[src/rtl/multi_channel_gain_pkg.sv]
// multi_channel_gain_pkg
//   Shared types and helpers for the multi-channel gain stage:
//   - state_t  : sequencing FSM states
//   - deq()    : dequantize by a fraction-bit count, rounding toward zero
//   - sat_max(), sat_min() : signed full-scale limits for a given width
package multi_channel_gain_pkg;

   typedef enum logic [1:0] {
      S_READ  = 2'd0,
      S_MULT  = 2'd1,
      S_SCALE = 2'd2,
      S_WRITE = 2'd3
   } state_t;

   // Callers sign-extend into 64 bits first. This keeps -x safe even
   // when x is the most negative value of the narrower sample width.
   function automatic logic signed [63:0] deq(input logic signed [63:0] x,
                                              input int                 bits);
      if (x < 0)
         return -((-x) >>> bits);
      else
         return x >>> bits;
   endfunction

   function automatic logic signed [63:0] sat_max(input int width);
      return (64'sd1 <<< (width - 1)) - 64'sd1;
   endfunction

   function automatic logic signed [63:0] sat_min(input int width);
      return -(64'sd1 <<< (width - 1));
   endfunction

endpackage

[src/rtl/multi_channel_gain_if.sv]
// multi_channel_gain_if
//   Bundles the FIFO-facing and control signals of the gain stage.
//   master : environment side (drives samples, volume, mute, FIFO flags)
//   slave  : gain stage side (drives read/write strobes and results)
//   Ports  : volume, mute, in, in_empty, in_rd_en, gain_out, out_full, out_wr_en
interface multi_channel_gain_if #(
   parameter int DATA_SIZE = 32,
   parameter int CHANNELS  = 2
);
   logic signed [DATA_SIZE-1:0]          volume;
   logic                                 mute;
   logic        [CHANNELS*DATA_SIZE-1:0] in;
   logic        [CHANNELS-1:0]           in_empty;
   logic                                 in_rd_en;
   logic        [CHANNELS*DATA_SIZE-1:0] gain_out;
   logic        [CHANNELS-1:0]           out_full;
   logic                                 out_wr_en;

   modport master (
      output volume, mute, in, in_empty, out_full,
      input  in_rd_en, gain_out, out_wr_en
   );

   modport slave (
      input  volume, mute, in, in_empty, out_full,
      output in_rd_en, gain_out, out_wr_en
   );
endinterface

[src/rtl/multi_channel_gain_lane.sv]
// gain_lane
//   Combinational datapath for one audio channel. The top level owns all
//   registers; this lane only computes the next value for each stage.
//   Inputs : sample, volume (latched), d_in (registered d), s_in (registered s)
//   Outputs: d_out = DEQ(sample*volume truncated to DATA_SIZE)
//            s_out = d_in <<< GAIN_SHIFT (wrapped, or clamped when
//                    MULTI_CHANNEL_GAIN_SATURATE_EN is defined)
//            y_out = DEQ(s_in)
module gain_lane
   import multi_channel_gain_pkg::*;
#(
   parameter int DATA_SIZE  = 32,
   parameter int BITS       = 10,
   parameter int GAIN_SHIFT = 14
) (
   input  logic signed [DATA_SIZE-1:0] sample,
   input  logic signed [DATA_SIZE-1:0] volume,
   input  logic signed [DATA_SIZE-1:0] d_in,
   input  logic signed [DATA_SIZE-1:0] s_in,
   output logic signed [DATA_SIZE-1:0] d_out,
   output logic signed [DATA_SIZE-1:0] s_out,
   output logic signed [DATA_SIZE-1:0] y_out
);

   logic signed [DATA_SIZE-1:0] p;
   logic signed [DATA_SIZE-1:0] s_wrap;

   // Product kept at DATA_SIZE bits on purpose: the software reference
   // model truncates here too, and bit-exactness matters more than range.
   assign p      = sample * volume;
   assign d_out  = DATA_SIZE'(deq(64'(p), BITS));
   assign s_wrap = d_in <<< GAIN_SHIFT;
   assign y_out  = DATA_SIZE'(deq(64'(s_in), BITS));

`ifdef MULTI_CHANNEL_GAIN_SATURATE_EN
   localparam logic signed [DATA_SIZE-1:0] S_MAX = DATA_SIZE'(sat_max(DATA_SIZE));
   localparam logic signed [DATA_SIZE-1:0] S_MIN = DATA_SIZE'(sat_min(DATA_SIZE));

   // Clamp on the pre-shift value so the overflow test never needs
   // bits that the shift would throw away.
   always_comb begin
      s_out = s_wrap;
      if (d_in > (S_MAX >>> GAIN_SHIFT))
         s_out = S_MAX;
      else if (d_in < (S_MIN >>> GAIN_SHIFT))
         s_out = S_MIN;
   end
`else
   assign s_out = s_wrap;
`endif

endmodule

[src/rtl/multi_channel_gain.sv]
// multi_channel_gain
//   N-channel lockstep fixed-point gain stage between the de-emphasis
//   FIFOs and the audio output FIFOs. One sample set per 4 cycles.
//   Ports : clock, reset (async, active-high), bus (multi_channel_gain_if.slave)
//   Option: MULTI_CHANNEL_GAIN_SATURATE_EN selects clamping in S_SCALE
//           (inside gain_lane); undefined gives wrap-around truncation.
//
//   state   | meaning
//   S_READ  | wait until every input FIFO has data, then latch all samples,
//           | volume and mute together
//   S_MULT  | register d = DEQ(sample * volume)
//   S_SCALE | register s = d <<< GAIN_SHIFT (wrapped or clamped)
//   S_WRITE | wait until no output FIFO is full, then present DEQ(s)
//           | (or zero when muted) with out_wr_en
module multi_channel_gain
   import multi_channel_gain_pkg::*;
#(
   parameter int DATA_SIZE  = 32,
   parameter int CHANNELS   = 2,
   parameter int BITS       = 10,
   parameter int GAIN_SHIFT = 14
) (
   input logic                  clock,
   input logic                  reset,
   multi_channel_gain_if.slave  bus
);

   state_t                              state_q, state_d;
   logic signed [DATA_SIZE-1:0]         sample_q [CHANNELS];
   logic signed [DATA_SIZE-1:0]         sample_d [CHANNELS];
   logic signed [DATA_SIZE-1:0]         d_q      [CHANNELS];
   logic signed [DATA_SIZE-1:0]         d_d      [CHANNELS];
   logic signed [DATA_SIZE-1:0]         s_q      [CHANNELS];
   logic signed [DATA_SIZE-1:0]         s_d      [CHANNELS];
   logic signed [DATA_SIZE-1:0]         volume_q, volume_d;
   logic                                mute_q, mute_d;
   logic                                in_rd_en_q, in_rd_en_d;
   logic                                out_wr_en_q, out_wr_en_d;
   logic        [CHANNELS*DATA_SIZE-1:0] gain_out_q, gain_out_d;

   logic signed [DATA_SIZE-1:0]         d_lane [CHANNELS];
   logic signed [DATA_SIZE-1:0]         s_lane [CHANNELS];
   logic signed [DATA_SIZE-1:0]         y_lane [CHANNELS];

   for (genvar k = 0; k < CHANNELS; k++) begin : g_lane
      gain_lane #(
         .DATA_SIZE  (DATA_SIZE),
         .BITS       (BITS),
         .GAIN_SHIFT (GAIN_SHIFT)
      ) u_lane (
         .sample (sample_q[k]),
         .volume (volume_q),
         .d_in   (d_q[k]),
         .s_in   (s_q[k]),
         .d_out  (d_lane[k]),
         .s_out  (s_lane[k]),
         .y_out  (y_lane[k])
      );
   end

   always_comb begin
      state_d     = state_q;
      sample_d    = sample_q;
      d_d         = d_q;
      s_d         = s_q;
      volume_d    = volume_q;
      mute_d      = mute_q;
      in_rd_en_d  = 1'b0;
      out_wr_en_d = 1'b0;
      // Output bus reads zero in every cycle without a write strobe.
      gain_out_d  = '0;

      case (state_q)
         S_READ: begin
            // All-or-nothing read keeps the channels in lockstep.
            if (bus.in_empty == '0) begin
               in_rd_en_d = 1'b1;
               for (int k = 0; k < CHANNELS; k++)
                  sample_d[k] = bus.in[k*DATA_SIZE +: DATA_SIZE];
               volume_d = bus.volume;
               mute_d   = bus.mute;
               state_d  = S_MULT;
            end
         end
         S_MULT: begin
            d_d     = d_lane;
            state_d = S_SCALE;
         end
         S_SCALE: begin
            s_d     = s_lane;
            state_d = S_WRITE;
         end
         S_WRITE: begin
            if (bus.out_full == '0) begin
               out_wr_en_d = 1'b1;
               for (int k = 0; k < CHANNELS; k++)
                  gain_out_d[k*DATA_SIZE +: DATA_SIZE] = mute_q ? '0 : y_lane[k];
               state_d = S_READ;
            end
         end
         default: state_d = S_READ;
      endcase
   end

   always_ff @(posedge clock or posedge reset) begin
      if (reset) begin
         state_q     <= S_READ;
         volume_q    <= '0;
         mute_q      <= 1'b0;
         in_rd_en_q  <= 1'b0;
         out_wr_en_q <= 1'b0;
         gain_out_q  <= '0;
         for (int k = 0; k < CHANNELS; k++) begin
            sample_q[k] <= '0;
            d_q[k]      <= '0;
            s_q[k]      <= '0;
         end
      end else begin
         state_q     <= state_d;
         volume_q    <= volume_d;
         mute_q      <= mute_d;
         in_rd_en_q  <= in_rd_en_d;
         out_wr_en_q <= out_wr_en_d;
         gain_out_q  <= gain_out_d;
         sample_q    <= sample_d;
         d_q         <= d_d;
         s_q         <= s_d;
      end
   end

   assign bus.in_rd_en  = in_rd_en_q;
   assign bus.out_wr_en = out_wr_en_q;
   assign bus.gain_out  = gain_out_q;

endmodule

[src/flat_wrapper.sv]
// flat-port wrapper written by rule: the top's interface ports become plain ports
module multi_channel_gain_flat import multi_channel_gain_pkg::*;
#(
   parameter int DATA_SIZE  = 32,
   parameter int CHANNELS   = 2,
   parameter int BITS       = 10,
   parameter int GAIN_SHIFT = 14
)
  (clock, reset, bus_volume, bus_mute, bus_in, bus_in_empty, bus_out_full, bus_in_rd_en, bus_gain_out, bus_out_wr_en);
  multi_channel_gain_if #(.DATA_SIZE(DATA_SIZE), .CHANNELS(CHANNELS)) bus_i ();
  input logic clock;
  input logic reset;
  input wire logic [$bits(bus_i.volume)-1:0] bus_volume;
  input wire logic [$bits(bus_i.mute)-1:0] bus_mute;
  input wire logic [$bits(bus_i.in)-1:0] bus_in;
  input wire logic [$bits(bus_i.in_empty)-1:0] bus_in_empty;
  input wire logic [$bits(bus_i.out_full)-1:0] bus_out_full;
  output wire logic [$bits(bus_i.in_rd_en)-1:0] bus_in_rd_en;
  output wire logic [$bits(bus_i.gain_out)-1:0] bus_gain_out;
  output wire logic [$bits(bus_i.out_wr_en)-1:0] bus_out_wr_en;
  assign bus_i.volume = bus_volume;
  assign bus_i.mute = bus_mute;
  assign bus_i.in = bus_in;
  assign bus_i.in_empty = bus_in_empty;
  assign bus_i.out_full = bus_out_full;
  assign bus_in_rd_en = bus_i.in_rd_en;
  assign bus_gain_out = bus_i.gain_out;
  assign bus_out_wr_en = bus_i.out_wr_en;
  multi_channel_gain #(.DATA_SIZE(DATA_SIZE), .CHANNELS(CHANNELS), .BITS(BITS), .GAIN_SHIFT(GAIN_SHIFT)) u_core (.clock(clock), .reset(reset), .bus(bus_i));
endmodule
[config.mk]
export PLATFORM = sky130hd
export DESIGN_NAME = multi_channel_gain_flat
export DESIGN_NICKNAME = d
export VERILOG_FILES = /design/src/rtl/multi_channel_gain_pkg.sv /design/src/rtl/multi_channel_gain_if.sv /design/src/rtl/multi_channel_gain_lane.sv /design/src/rtl/multi_channel_gain.sv /design/src/flat_wrapper.sv
export SDC_FILE = /design/constraint.sdc
export NUM_CORES = 2
export LEC_CHECK = 0
export ABC_AREA = 1
export CORE_AREA = 2 2 316 380
export DETAILED_ROUTE_END_ITERATION = 8
export DIE_AREA = 0 0 318 382
export SYNTH_ARGS = -nofsm -noshare
export SYNTH_HDL_FRONTEND = slang
export SYNTH_SLANG_ARGS = --single-unit
export TNS_END_PERCENT = 1
[constraint.sdc]
create_clock -name clock -period 6.8 [get_ports clock]
set_input_delay 1.02 -clock clock [delete_from_list [all_inputs] [get_ports clock]]
set_output_delay 1.02 -clock clock [all_outputs]
set_load 0.01 [all_outputs]
# --- Word level (Yosys, flattened, before mapping) ---
# Cells that the tools add are included.
classes:
  add_sub_neg: 8
  mul: 2
  order_cmp: 4
  n_eq_ne: 5
  muxes: 15
  n_reduce_logical: 5
ops:
  columns: ["operator", "count"]
  rows:
  - ["32-bit by 1-bit less-than comparator with 1-bit output, second input constant", 4]
  - ["32-bit two-way mux", 4]
  - ["64-bit two-way mux", 2]
  - ["32-bit negation with 42-bit output", 2]
  - ["32-bit by 32-bit multiplier with 32-bit output", 2]
  - ["32-bit negation", 2]
  - ["28-bit negation", 2]
  - ["18-bit two-way mux", 2]
  - ["18-bit negation", 2]
  - ["2-bit one-hot mux with 4 select lines", 1]
  - ["2-bit logical NOT", 3]
  - ["2-bit equality test, second input constant", 2]
  - ["1-bit two-way mux", 4]
  - ["2-bit two-way mux", 2]
  - ["2-bit by 1-bit != test with 1-bit output, second input constant", 2]
  - ["2-bit AND reduction", 2]
  - ["2-bit by 1-bit equality test with 1-bit output, second input constant", 1]
totals:
  reg_bits: 237
  input_bits: 103
  elab_cells: 51

# --- Depth between registers and ports, before layout ---
logic_depth:
  word_depth: 6
  ltp_mapped: 43

# --- Cells and area by module ---
# From an unflattened synthesis, not the netlist that was laid out.
unflattened:
  cells_unflattened: 7334
  hier_area_um2: 53677.7
modules_own_cells:
  columns: ["mod", "n_inst", "cells_each", "area_each_um2", "seq_area_each_um2"]
  rows:
  - ["gain_lane at u_core.g_lane[0].u_lane", 1, 3274, 21605.7, 0.0]
  - ["gain_lane at u_core.g_lane[1].u_lane", 1, 3209, 21282.9, 0.0]
  - ["multi_channel_gain", 1, 851, 10789.1, 7332.0]

# --- Least setup slack after synthesis ---
# OpenSTA, ideal clock, no wires.
synth_timing:
  path_kind: "register to register"
  startpoint: "register u_core.volume_q[4]"
  endpoint: "register u_core.d_q[15] in the netlist's numbering"
  setup_time_ps: 117
  t_arrival_ps: 7167
  path_slack_ps: -484
  stages_incl_launch_ff: 39
  cell_sequence: "dfrtp_1 clkbuf_1 buf_1 nand2_1 inv_1 fa_1 fa_1 inv_1 fa_1 fa_1 inv_1 fa_1 inv_1 fa_1 inv_1 fa_1 inv_1 fa_1 (+3 left out) nor2_1 inv_1 nor2_1 nand4_1 nand3_1 nand2_1 nand2_1 nand2_1 nor2_1 nand3_2 nand2_2 nand2_2 nor2_2 nand3_2 o21bai_1 nand3_1 nand3_1 nand2_1"
synth_between:
  elab_chain_cells: 4
  elab_cells_between_ends: 5
  cone_classes: "add/sub: 2; mul: 1; order compare: 1; mux: 1"
synth_rtl:
  columns: ["element", "line", "source"]
  rows:
  - ["start, declared", "multi_channel_gain.sv:35", "logic signed [DATA_SIZE-1:0] volume_q, volume_d;"]
  - ["start signal, assigned", "multi_channel_gain.sv:120", "volume_q <= volume_d;"]
  - ["32-bit by 32-bit multiplier with 32-bit output *", "multi_channel_gain_lane.sv:30", "assign p = sample * volume;"]
  - ["28-bit negation", "multi_channel_gain_pkg.sv:20", "return -((-x) >>> bits);"]
  - ["18-bit negation", "multi_channel_gain_pkg.sv:20", null]
  - ["18-bit two-way mux *", "multi_channel_gain_pkg.sv:19", "if (x < 0)"]
  - ["end signal, assigned by index", "multi_channel_gain.sv:115", "d_q[k] <= '0;"]
  - ["end signal, assigned", "multi_channel_gain.sv:126", "d_q <= d_d;"]
  - ["end, declared", "multi_channel_gain.sv:31", "logic signed [DATA_SIZE-1:0] d_q [CHANNELS];"]
# Every way passes the cells marked *; elsewhere a longest branch is shown, timed or not.
# A chain may end at the register's enable or synchronous reset.

# --- Worst setup path in the final report ---
layout_timing:
  startpoint: "register u_core.volume_q[3]"
  endpoint: "register u_core.d_q[45] in the netlist's numbering"
# Same word-level chain as after synthesis.

==> results.ini <==
[run_status]
outcome = finished with violations
violations = negative setup slack

[logic_synthesis]
yosysWarnings = 0
ys_seq_elements = 229
synth_most_common_cell = nand2_1
synth_edf_count = 0
synth_cell_type_count = 52
ys_async_sr_fraction_pct = 100
synth_area_leaders = fa_1, nand2_1, inv_1
synth_top_cell_by_area = fa_1
syn_inst = 6290
synthTopCellsByCount = nand2_1, inv_1, fa_1, ha_1, dfrtp_1
yosysSeqAreaShare_pct = 12.2
synthesis.area_sq_mm = 0.0468
yosysTopAreaCellShare_pct = 34.9
ys.flop_type = dfrtp_1
avgSynthCellArea_sq_um = 7.44

[timing]
relSlewSlack_pct = 36.4
period_share_pct = 111
finalSetupViolCount = 36
max_freq_mhz = 132
rsz0062_at_grt = true
drv_slew = 0
period_needed_ns = 7.57
worst_pin_slew_ns = 0.954
hold_viol = 0
clock_skew_ns = 0.0267
finalWorstSetupSlack_ns = -0.773

[clocking]
htreeDepth = 1
clkLatencyLatePin_ns = 0.61
clkSlewWorstSetupHoldPaths_ns = 0.06
cts_buffers = 28
root_buffer = clkbuf_16
clockBufferDepth = 3
cts_hold_buf = 0
clock_sinks = 229
cts_tree = built

[worst_setup_path]
cp_common_cell = fa_1
r2r_slack_ns = -0.77
endpoint = u_core.d_q[45]
crit_start = u_core.volume_q[3]
r2r_start = u_core.volume_q[3]
r2r-end = u_core.d_q[45]
crit_required_ns = 7.28
critPathKind = reg2reg
arrival_ns = 8.06
cp_top_family = adder cells
reg2reg_depth = 33
crit_cells = 33
crit_path_top_delay_cell = fa_2
critPathMaxStageDelay_ns = 0.61
start_kind = flip-flop
cp_max_fo = 7
worst_setup_path_end_kind = flip-flop
path_buf_inv = 12

[placed_design]
buffer_ports.inserted = 160
place_inst = 8317
place.gp.congestion = 0.915
dp_hpwl_um = 116000

[min_path]
hp-class = reg2reg
min_from = u_core.d_q[35]

[grt]
antenna_found_initial = 4
first_global_vias = 42400
grt_pass1_wl_um = 225000
grt_usage_pct = 23.4
gr-total-overflow = 0
grt_max_degree = 120

[final_layout]
n_antenna_cell = 0
syn2layout_area_growth_pct = 22.5
drive_gt1_share_pct = 16.5
nNetsFinal = 8097
fin_util_pct = 48.8
fin_cells = 8429

[route]
drt_wl_total_um = 138000
drcViolationCount = 0
antenna_left = 0
dr.pass1.iters = 7
drt_iter0_drc = 2052
viasPerCell = 4.69
vias = 39500
wl_per_cell_um = 16.4

[die]
start_util_pct = 39.8
core_area_sq_mm = 0.118
std_cell_rows = 138
dieHeight_um = 382
die_area_sq_mm = 0.121
die_w_um = 318
ios = 169

[flow_run]
cap_viol_max_count = 0

cells in the final DEF, fill, tap and decap left out, types with 35 or more instances in the layout:
| cell type | count |
|---|---|
| buf_4 | 576 |
| clkdlybuf4s50_1 | 160 |
| nor2_2 | 48 |
| ha_4 | 35 |
| nand4_1 | 63 |
| o21ai_0 | 74 |
| fa_1 | 794 |
| dfrtp_1 | 207 |
| nand2_2 | 107 |
| xor2_1 | 91 |
| ha_1 | 273 |
| nand3_1 | 117 |
| a21oi_1 | 58 |
| nand2_1 | 1857 |
| buf_12 | 51 |
| inv_2 | 42 |
| inv_1 | 1763 |
| xnor2_1 | 75 |
| nor2_1 | 107 |
tightest hold or removal path, delay by kind of cell, from the launching register on:
family	cells	cell delay [ns]
AND/OR/NAND/NOR	2	0.09
flip-flops	1	0.34
routing by layer:
layer	GRT usage [%]	vias to the layer above	share of wire [%]
met5	0	-	0.018
met4	6.88	4	3.6
met3	2.29	234	4.7
met2	42.8	964	51
met1	29.0	19400	41
li1	-	18900	-
per-stage QoR:
stage                     worst slack [ns]  hold slack, ns  setup TNS [ns]  area (sq um)
final                               -0.773           0.472          -21.43         57300
after global routing                 -1.06           0.510          -32.91         57300
after CTS                           -0.694           0.483          -20.67         56600
after detailed placement             -1.48           0.466          -39.71         54300
after global placement               -1.46           0.460          -38.54         54300
after floorplan                     -0.484           0.444          -12.69         46800
cell type report:
cell class | count | area (sq um)
flip-flops and latches | 229 | 5770
repair buffers | 823 | 7420
well taps | 1540 | 1930
clock inverters | 10 | 175
multi-input cells | 3977 | 34400
fillers | 11500 | 60300
clock buffers | 40 | 796
inverters | 1810 | 6810
worst min path at each step:
| stage | end | slack (ns) | depth (start not counted) |
|---|---|---|---|
| after floorplan | u_core.d_q[9] | 0.44 | 2 |
| after global placement | u_core.d_q[43] | 0.46 | 2 |
| after detailed placement | u_core.s_q[29] | 0.47 | 2 |
| after CTS | u_core.d_q[38] | 0.48 | 2 |
| after global routing | u_core.d_q[38] | 0.51 | 2 |
| final | u_core.d_q[35] | 0.47 | 2 |
sequential cells by signal, summed over array words and instances, names as in the netlist:
register	count
u_core.sample_q	64
u_core.bus.gain_out	56
u_core.d_q	36
u_core.s_q	36
u_core.volume_q	32
u_core.state_q	2
u_core.bus.in_rd_en	1
u_core.bus.out_wr_en	1
u_core.mute_q	1
repair_timing:
action / in CTS / in global routing
setup endpoints to repair: 36 / 36
gates resized for setup: 215 / 166
pin swaps: 120 / 149
setup buffers: 44 / 19
gates cloned: 3 / 0
kinds of logic after synthesis:
logic type	synth area share [%]
XOR/XNOR	3.23
flip-flops	12.2
AO/OA/AOI/OAI	2.65
other	0.00801
AND/OR/NAND/NOR	21.6
multiplexers	0.144
adder cells (fa/ha/maj)	43.2
buffers and inverters	16.9
Power is left out: the tool's default activity adds up to more than one toggle a clock period on the data nets, which glitch-free logic cannot reach.
